## config.mk

```make
export PLATFORM = sky130hd
export DESIGN_NAME = i2s_tx_serializer
export DESIGN_NICKNAME = d
export VERILOG_FILES = /design/src/rtl/i2s_tx_serializer.sv
export SDC_FILE = /design/constraint.sdc
export NUM_CORES = 1
export LEC_CHECK = 0
export BUFFER_PORTS_ARGS = -buffer_cell sky130_fd_sc_hd__buf_4
export CORE_UTILIZATION = 60
export CTS_CLUSTER_SIZE = 12
export DETAILED_ROUTE_END_ITERATION = 6
export PLACE_DENSITY = 0.79
export RECOVER_POWER = 25
export SETUP_SLACK_MARGIN = 0.02
export SLEW_MARGIN = 0
export SYNTH_ARGS = -nofsm -noshare
export SYNTH_HDL_FRONTEND = slang
export SYNTH_SLANG_ARGS = --single-unit
```

## constraint.sdc

```tcl
create_clock -name clk -period 3.8 [get_ports clk]
set_input_delay 0.76 -clock clk [delete_from_list [all_inputs] [get_ports clk]]
set_output_delay 0.76 -clock clk [all_outputs]
set_load 0.02 [all_outputs]
```

## src/rtl/i2s_tx_serializer.sv

```systemverilog
// i2s_tx_serializer
// Philips I2S transmitter for a mono sample stream. Each accepted sample is
// buffered in a small FIFO, loaded once per frame and sent MSB first on both
// the left and the right slot, one bclk after the lrclk transition.
//
// Ports:
//   clk             system clock
//   reset           asynchronous, active-high reset
//   enable          block enable; low acts as a synchronous clear
//   din             signed sample, two's complement
//   din_valid       sample valid
//   din_ready       FIFO not full (registered)
//   i2s_bclk        bit clock (registered)
//   i2s_lrclk       word select, 0 = left, 1 = right (registered)
//   i2s_sdata       serial data, MSB first (registered)
//   frame_start     one-clk pulse when a frame is loaded
//   underflow       one-clk pulse when a frame loads from an empty FIFO
//   underflow_count saturating count of underflow events
module i2s_tx_serializer #(
  parameter int G_DWIDTH          = 24,
  parameter int G_SLOT_WIDTH      = 32,
  parameter int G_BCLK_DIV        = 4,
  parameter int G_FIFO_DEPTH_LOG2 = 2
) (
  input  logic                clk,
  input  logic                reset,
  input  logic                enable,
  input  logic [G_DWIDTH-1:0] din,
  input  logic                din_valid,
  output logic                din_ready,
  output logic                i2s_bclk,
  output logic                i2s_lrclk,
  output logic                i2s_sdata,
  output logic                frame_start,
  output logic                underflow,
  output logic [15:0]         underflow_count
);

  localparam int FRAME_BITS = 2 * G_SLOT_WIDTH;
  localparam int DEPTH      = 1 << G_FIFO_DEPTH_LOG2;
  localparam int BCW        = $clog2(FRAME_BITS);
  localparam int DCW        = (G_BCLK_DIV > 2) ? $clog2(G_BCLK_DIV) : 1;
  localparam int PW         = G_FIFO_DEPTH_LOG2;
  localparam int CW         = G_FIFO_DEPTH_LOG2 + 1;

  logic [DCW-1:0]      div_cnt_r;
  logic [BCW-1:0]      bit_cnt_r;
  logic                started_r;
  logic [G_DWIDTH-1:0] frame_r;
  logic                bclk_r;
  logic                lrclk_r;
  logic                sdata_r;
  logic                frame_start_r;
  logic                underflow_r;
  logic [15:0]         underflow_count_r;
  logic [G_DWIDTH-1:0] fifo_mem_r [DEPTH];
  logic [PW-1:0]       wr_ptr_r;
  logic [PW-1:0]       rd_ptr_r;
  logic [CW-1:0]       count_r;
  logic                din_ready_r;

  logic                rise_ev_s;
  logic                fall_ev_s;
  logic                frame_wrap_s;
  logic                fifo_empty_s;
  logic                push_s;
  logic                pop_s;
  logic [CW-1:0]       count_nxt_s;
  logic [BCW-1:0]      bit_cnt_nxt_s;
  logic [G_DWIDTH-1:0] frame_nxt_s;
  logic [BCW-1:0]      slot_pos_s;
  logic [BCW-1:0]      sel_s;
  logic [G_DWIDTH-1:0] shifted_s;
  logic                sdata_nxt_s;

  // Divider events, FIFO bookkeeping, frame load and next serial bit.
  always_comb begin
    rise_ev_s     = (div_cnt_r == DCW'(G_BCLK_DIV / 2 - 1));
    fall_ev_s     = (div_cnt_r == DCW'(G_BCLK_DIV - 1));
    // The very first fall event after reset loads frame 0 without waiting
    // for bit_cnt to run through a whole frame.
    frame_wrap_s  = fall_ev_s && (!started_r || (bit_cnt_r == BCW'(FRAME_BITS - 1)));
    fifo_empty_s  = (count_r == CW'(0));
    push_s        = din_valid && din_ready_r;
    pop_s         = frame_wrap_s && !fifo_empty_s;

    count_nxt_s = count_r;
    case ({push_s, pop_s})
      2'b10:   count_nxt_s = count_r + CW'(1);
      2'b01:   count_nxt_s = count_r - CW'(1);
      default: count_nxt_s = count_r;
    endcase

    bit_cnt_nxt_s = bit_cnt_r;
    frame_nxt_s   = frame_r;
    if (frame_wrap_s) begin
      bit_cnt_nxt_s = BCW'(0);
      if (pop_s) begin
        frame_nxt_s = fifo_mem_r[rd_ptr_r];
      end else begin
        frame_nxt_s = '0;
      end
    end else if (fall_ev_s) begin
      bit_cnt_nxt_s = bit_cnt_r + BCW'(1);
    end else begin
      bit_cnt_nxt_s = bit_cnt_r;
    end

    if (bit_cnt_nxt_s >= BCW'(G_SLOT_WIDTH)) begin
      slot_pos_s = bit_cnt_nxt_s - BCW'(G_SLOT_WIDTH);
    end else begin
      slot_pos_s = bit_cnt_nxt_s;
    end

    // Position p carries sample bit [G_DWIDTH-p]; p = 0 is the I2S delay bit.
    sel_s     = BCW'(G_DWIDTH) - slot_pos_s;
    shifted_s = frame_nxt_s >> sel_s;
    if ((slot_pos_s >= BCW'(1)) && (slot_pos_s <= BCW'(G_DWIDTH))) begin
      sdata_nxt_s = shifted_s[0];
    end else begin
      sdata_nxt_s = 1'b0;
    end
  end

  // Control, divider, frame and output registers.
  always_ff @(posedge clk or posedge reset) begin
    if (reset) begin
      div_cnt_r         <= '0;
      bit_cnt_r         <= '0;
      started_r         <= 1'b0;
      frame_r           <= '0;
      bclk_r            <= 1'b0;
      lrclk_r           <= 1'b0;
      sdata_r           <= 1'b0;
      frame_start_r     <= 1'b0;
      underflow_r       <= 1'b0;
      underflow_count_r <= 16'h0000;
      wr_ptr_r          <= '0;
      rd_ptr_r          <= '0;
      count_r           <= '0;
      din_ready_r       <= 1'b0;
    end else if (!enable) begin
      div_cnt_r         <= '0;
      bit_cnt_r         <= '0;
      started_r         <= 1'b0;
      frame_r           <= '0;
      bclk_r            <= 1'b0;
      lrclk_r           <= 1'b0;
      sdata_r           <= 1'b0;
      frame_start_r     <= 1'b0;
      underflow_r       <= 1'b0;
      underflow_count_r <= 16'h0000;
      wr_ptr_r          <= '0;
      rd_ptr_r          <= '0;
      count_r           <= '0;
      din_ready_r       <= 1'b0;
    end else begin
      if (fall_ev_s) begin
        div_cnt_r <= '0;
      end else begin
        div_cnt_r <= div_cnt_r + DCW'(1);
      end
      if (rise_ev_s) begin
        bclk_r <= 1'b1;
      end else if (fall_ev_s) begin
        bclk_r <= 1'b0;
      end else begin
        bclk_r <= bclk_r;
      end
      started_r     <= started_r | fall_ev_s;
      bit_cnt_r     <= bit_cnt_nxt_s;
      frame_r       <= frame_nxt_s;
      lrclk_r       <= (bit_cnt_nxt_s >= BCW'(G_SLOT_WIDTH));
      sdata_r       <= sdata_nxt_s;
      frame_start_r <= frame_wrap_s;
      underflow_r   <= frame_wrap_s && fifo_empty_s;
      if (frame_wrap_s && fifo_empty_s && (underflow_count_r != 16'hFFFF)) begin
        underflow_count_r <= underflow_count_r + 16'h0001;
      end else begin
        underflow_count_r <= underflow_count_r;
      end
      if (push_s) begin
        wr_ptr_r <= wr_ptr_r + PW'(1);
      end else begin
        wr_ptr_r <= wr_ptr_r;
      end
      if (pop_s) begin
        rd_ptr_r <= rd_ptr_r + PW'(1);
      end else begin
        rd_ptr_r <= rd_ptr_r;
      end
      count_r     <= count_nxt_s;
      din_ready_r <= (count_nxt_s != CW'(DEPTH));
    end
  end

  // FIFO storage; contents are don't-care while the pointers are cleared.
  always_ff @(posedge clk) begin
    if (push_s) begin
      fifo_mem_r[wr_ptr_r] <= din;
    end
  end

  assign din_ready       = din_ready_r;
  assign i2s_bclk        = bclk_r;
  assign i2s_lrclk       = lrclk_r;
  assign i2s_sdata       = sdata_r;
  assign frame_start     = frame_start_r;
  assign underflow       = underflow_r;
  assign underflow_count = underflow_count_r;

endmodule

```

==> flow_summary.json, run 1 <==
{
  "cp_max_fo": 16,
  "r2r_start": "bit_cnt_r[2]",
  "ir_worst_vdd_uv": 440,
  "portBuffers": 49,
  "critPathBufInv": 1,
  "finClkSkew_ns": 0.00538,
  "synth-seq-cells": 158,
  "arrival_ns": 3.72,
  "p_switching_uw": 716,
  "die_area_sq_um": 11900,
  "pwr-share-seq": 0.520,
  "grt_max_degree": 61,
  "combPwrFrac": 0.045,
  "instances_no_fill": 666,
  "drt_wl_total_microns": 12700,
  "final_area_sq_um": 7860,
  "startpoint": "bit_cnt_r[2]",
  "synth_ff_type": "edfxtp_1",
  "setup_viol": 0,
  "initial_core_util": 0.626,
  "syn-mean-instance-area_sq_um": 15.1,
  "cts_root_buf": "clkbuf_16",
  "min_path_type": "reg2reg",
  "drt.antenna.violating_nets": 0,
  "dpl_cell_area_sq_um": 7400,
  "synth_top_area_frac": 0.417,
  "drtIter0Drc": 299,
  "pwr-share-clk": 0.435,
  "hold_buffers": 0,
  "tns_ns": 0,
  "num_rows": 38,
  "crit_slowest_cell": "xnor2_1",
  "crit_end": "i2s_sdata",
  "synth_edf_count": 96,
  "crit_type": "reg2reg",
  "grt_pass1_vias": 4147,
  "worst_pin_slew_ns": 0.961,
  "worst_skew_pair.late_latency_ns": 0.42,
  "finalNetCount": 553,
  "crit_cells": 10,
  "cts_buffers": 17,
  "grt.overflow.total": 0,
  "synth_cells": 457,
  "holdWs_ns": 0.518,
  "drc": 0,
  "firstDrtPassIters": 6,
  "drv_cap": 0,
  "ios": 50,
  "grt_pass1_wl_microns": 20600,
  "synth_warnings": 0,
  "dp_hpwl_microns": 7920,
  "power.total_uw": 3610,
  "crit_path_max_incr_delay_ns": 0.50,
  "vias": 4016,
  "core_sq_um": 11000,
  "ys_seq_area_frac": 0.642,
  "power_density_nw_per_um2": 459,
  "synth_nets": 497,
  "ctsResizeCount": 0,
  "crit_required_ns": 4.10,
  "fin_crit_sh": 0.900,
  "die_h_microns": 109,
  "antenna_found_initial": 0,
  "critPathLaunchType": "flop",
  "timing.fmax_mhz": 292,
  "final.min_clock_period_ns": 3.42,
  "crit_family": "compound AO/OA/AOI/OAI gates",
  "place_inst": 634,
  "die_w_microns": 109,
  "rr_worst_depth": 10,
  "cts_setup_buffers": 0,
  "tritoncts": "yes",
  "synth_area_sq_um": 6910,
  "finalHoldViolCount": 0,
  "p_leak_uw": 0.00300,
  "drive_gt1_frac": 0.186,
  "cts_buffer_depth": 2,
  "grt_usage": 0.239,
  "gp_congestion": 0.904,
  "switching_share": 0.198,
  "r2r_slack_ns": 0.38,
  "end_kind": "flop",
  "rsz0062_at_grt": "no",
  "outcome": "complete, no violations",
  "async_flop_share": 0.392,
  "antenna_cells": 0,
  "yosysUniqueCellTypes": 63,
  "h-tree-depth": 4,
  "p_int_uw": 2900,
  "drv_slew": 0,
  "clk_pin_slew_ns": 0.06,
  "via_per_inst": 6.03,
  "cts_num_sinks": 158,
  "area_growth_pct": 13.7,
  "synth_area_leaders": "edfxtp_1 (42%), dfrtp_1 (22%), mux4_2 (7.8%), and2_1 (2.9%), ha_1 (2.0%)",
  "reg2reg_to": "i2s_sdata",
  "slew-limit-headroom": 0.358,
  "synth_area_leader_cell": "edfxtp_1",
  "cp_cell_sequence": "and3_4 > a31o_4 > a2bb2oi_1 > ha_1 > inv_1 > xnor2_1 > nand2_1 > a211oi_1 > nor4_2 > a2111oi_2",
  "wl_per_cell_microns": 19.0
}
## routing by layer
metal  wire, microns  track usage
met5               0            0
met4             341        0.123
met3             631       0.0581
met2            6530        0.395
met1            5180        0.294
## power by group through the flow
stage | registers [uW] | clock network [uW] | logic (uW)
finish | 1880 | 1570 | 162
global route | 1880 | 1660 | 180
CTS | 1880 | 1600 | 174
detailed placement | 1910 | 0 | 173
global placement | 1910 | 0 | 166
floorplan | 1910 | 0 | 104
## metrics by stage
| stage | util | setup slack (ns) |
|---|---|---|
| 2_1_floorplan | - | 1.04 |
| 3_3_place_gp | 0.670 | 0.755 |
| 3_5_place_dp | 0.670 | 0.587 |
| 4_1_cts | 0.720 | 0.448 |
| 5_1_grt | 0.712 | 0.154 |
| 6_report | 0.712 | 0.380 |
## state kept, by name (all words and copies together), names as in the netlist, 2 cells and up
name	cells
wr_ptr_r	2
fifo_mem_r	96
rd_ptr_r	2
count_r	3
frame_r	24
bit_cnt_r	6
div_cnt_r	2
underflow_count	16
## cell type report
cell class                      count  area [sq um]
Sequential cell                   158          4430
Fill cell                         741          3170
Multi-Input combinational cell    268          2300
Clock buffer                       30           514
Timing Repair Buffer               59           357
Tap cell                          140           175
Inverter                            9          41.3
Clock inverter                      2          35.0
## how the worst min path moves through the flow
stage | slack, ns | cells after the start | to | start
2_1_floorplan | 0.47 | 1 | div_cnt_r[0] | div_cnt_r[0]
3_3_place_gp | 0.49 | 1 | div_cnt_r[0] | div_cnt_r[0]
3_5_place_dp | 0.52 | 1 | div_cnt_r[0] | div_cnt_r[0]
4_1_cts | 0.52 | 1 | fifo_mem_r[2][1] | din[1]
5_1_grt | 0.54 | 1 | fifo_mem_r[3][14] | din[14]
6_report | 0.52 | 1 | div_cnt_r[0] | div_cnt_r[0]
## worst reg2reg max path, stage by stage, from the launching register on
cell and delay, ns:
dfrtp_1 0.46, and3_4 0.27, a31o_4 0.28, a2bb2oi_1 0.46, ha_1 0.32, inv_1 0.08, xnor2_1 0.50, nand2_1 0.18
a211oi_1 0.29, nor4_2 0.10, a2111oi_2 0.36
## layout by cell type, fill, tap and decap left out, types with 5 or more instances in the layout
cell	n
a22oi_1	5
clkbuf_16	17
inv_1	6
buf_4	36
a32o_1	12
nand3_1	14
clkbuf_1	32
xnor2_1	15
mux2i_1	5
mux4_2	24
nand2_1	25
ha_1	11
dfrtp_1	62
nand4_1	5
and3_1	9
edfxtp_1	96
xor2_1	10
a21boi_1	7
and2_1	32
nor2b_1	15
nor3_1	8
nor2_1	13
## logic make-up after synthesis
family,count (synthesis),synth area share
compound gates,60,0.0755
xor+xnor,25,0.0317
fa+ha+maj,12,0.0228
buf+inv,31,0.0250
flops,158,0.642
mux,30,0.0871
simple gates,141,0.116
## cells in the mapped netlist, types with 2 or more instances
library cell  count
a31oi_1           4
nand4b_1          2
nand4_1           5
a21boi_1          7
ha_1             11
nor2_1           13
edfxtp_1         96
o21a_1            2
clkbuf_1          8
a21oi_1           3
nand3_1          14
o21ai_0           4
nand2b_1          3
or3_1             2
and2_1           32
inv_1             7
a211oi_1          3
a211o_1           2
xnor2_1          15
a32o_1           12
a21boi_0          4
dfrtp_1          62
buf_4             4
mux2i_1           5
a22oi_1           5
and3_1            9
mux4_2           24
nor3_1            8
buf_2             8
nand2_1          25
and4_1            3
xor2_1           10
nor2b_1          15
No activity file was read; power rests on OpenSTA's default activity.
==> inputs of run 2 (changes only) <==
--- a/config.mk
+++ b/config.mk
@@ -6,7 +6,9 @@
 export NUM_CORES = 1
 export LEC_CHECK = 0
 export BUFFER_PORTS_ARGS = -buffer_cell sky130_fd_sc_hd__buf_4
+export CORE_MARGIN = 2
 export CORE_UTILIZATION = 60
+export CTS_BUF_LIST = sky130_fd_sc_hd__clkbuf_8
 export CTS_CLUSTER_SIZE = 12
 export DETAILED_ROUTE_END_ITERATION = 6
 export PLACE_DENSITY = 0.79
==> run 2 against run 1 <==
Flip-flop and latch count stayed put. Cell count up 0.75%. Sequential power hardly changed. Critical path depth unchanged. First-iteration DRC count up 11%. Clock skew grew 0.0090 ns. Design area shrank 1.2%. Clock-buffer cell count shrank 13. Non-clock buffer count grew 3. Critical path type unchanged. Highest routed layer unchanged.
==> flow_summary.json, run 2 (synthesis gave the netlist of run 1 again) <==
{
  "drtIter0Drc": 331,
  "grt_pass1_wl_microns": 20700,
  "tritoncts": "yes",
  "grt_max_degree": 61,
  "crit_required_ns": 4.14,
  "die_h_microns": 111,
  "instances_no_fill": 671,
  "tns_ns": 0,
  "initial_core_util": 0.610,
  "final_cell_mix": "edfxtp_1 (96), dfrtp_1 (62), buf_4 (39), and2_1 (32), nand2_1 (25)",
  "num_rows": 39,
  "finalNetCount": 556,
  "drt_wl_total_microns": 12400,
  "final.min_clock_period_ns": 3.35,
  "arrival_ns": 3.69,
  "r2r_start": "bit_cnt_r[2]",
  "utilization": 0.686,
  "final_common_cell": "edfxtp_1",
  "cts_num_sinks": 158,
  "critPathLaunchType": "flop",
  "min_path_type": "in2async",
  "ctsResizeCount": 0,
  "clk_pin_slew_ns": 0.09,
  "area_growth_pct": 12.3,
  "drive_gt1_frac": 0.203,
  "antenna_found_initial": 0,
  "antenna_cells": 0,
  "slew-limit-headroom": 0.546,
  "hold_buffers": 0,
  "outcome": "complete, no violations",
  "drv_slew": 0,
  "routed-wl-met2_microns": 6190,
  "finalHoldViolCount": 0,
  "grt_usage": 0.215,
  "power_density_nw_per_um2": 432,
  "gp_congestion": 0.935,
  "dpl_cell_area_sq_um": 7420,
  "r2r_slack_ns": 0.45,
  "timing.fmax_mhz": 299,
  "largest-register": "fifo_mem_r",
  "cts_buffer_depth": 2,
  "crit_type": "reg2reg",
  "grt.overflow.total": 0,
  "wl_per_cell_microns": 18.4,
  "topRoutingLayerUsed": "met4",
  "drc": 0,
  "vias": 3974,
  "largest_register_ffs": 96,
  "ir_worst_vdd_uv": 294,
  "worst_pin_slew_ns": 0.680,
  "fin_crit_sh": 0.881,
  "via_per_inst": 5.92,
  "wl_met1_microns": 5380,
  "end_kind": "flop",
  "die_w_microns": 111,
  "place_inst": 640,
  "h-tree-depth": 4,
  "cts_root_buf": "clkbuf_8",
  "grt_pass1_vias": 4105,
  "setup_viol": 0,
  "drt.antenna.violating_nets": 0,
  "cp_max_fo": 16,
  "dp_hpwl_microns": 7900,
  "drv_cap": 0,
  "die_area_sq_um": 12400,
  "cts_buffers": 17,
  "reg2reg_to": "i2s_sdata",
  "portBuffers": 49,
  "firstDrtPassIters": 4,
  "finClkSkew_ns": 0.0144,
  "cts_setup_buffers": 0,
  "rsz0062_at_grt": "no",
  "final_area_sq_um": 7760,
  "rr_worst_depth": 10,
  "core_sq_um": 11300,
  "met3_length_microns": 537,
  "ios": 50,
  "worst_skew_pair.late_latency_ns": 0.45,
  "p_leak_uw": 0.00297
}
## run 2: power by group
part           internal [uW]  switching (uW)  leakage, uW
Clock                    713             600     0.000215
Sequential              1860            17.2      0.00173
Combinational           63.1            99.4      0.00102
Total                   2630             717      0.00297
## run 2: cell type report
cell class | count | area (sq um)
repair buffers | 62 | 379
well taps | 143 | 179
multi-input cells | 268 | 2300
clock inverters | 14 | 191
inverters | 9 | 41.3
clock buffers | 17 | 234
fillers | 778 | 3560
flip-flops and latches | 158 | 4430
## run 2: worst max-delay path, stage by stage, from the launching register on
cell and delay [ns]:
dfrtp_1 0.47, and3_4 0.26, a31o_4 0.29, a2bb2oi_1 0.38
ha_1 0.29, inv_1 0.08, xnor2_1 0.51, nand2_1 0.20
a211oi_1 0.34, nor4_2 0.10, a2111oi_2 0.32
## run 2: metrics by stage
| stage | worst slack [ns] | hold WS [ns] | total power [uW] |
|---|---|---|---|
| 6_report | 0.451 | 0.350 | 3350 |
| 5_1_grt | 0.173 | 0.382 | 3470 |
| 4_1_cts | 0.534 | 0.348 | 3390 |
| 3_5_place_dp | 0.548 | 0.507 | 2090 |
| 3_3_place_gp | 0.762 | 0.488 | 2080 |
| 2_1_floorplan | 1.04 | 0.475 | 2010 |
## run 2: layer usage
layer  vias to the layer above  track usage
met4                         0       0.0765
met2                       106        0.357
li1                       1841            -
met3                        27       0.0547
met1                      2000        0.281
met5                         -            0
## run 2: worst max path at each step
stage	startpoint	cells past startpoint	endpoint	slack [ns]
after global placement	bit_cnt_r[2]	10	i2s_sdata	0.76
final	bit_cnt_r[2]	10	i2s_sdata	0.45
after global routing	bit_cnt_r[2]	10	i2s_sdata	0.17
after CTS	bit_cnt_r[2]	10	i2s_sdata	0.53
after floorplan	bit_cnt_r[2]	10	i2s_sdata	1.04
after detailed placement	bit_cnt_r[2]	10	i2s_sdata	0.55
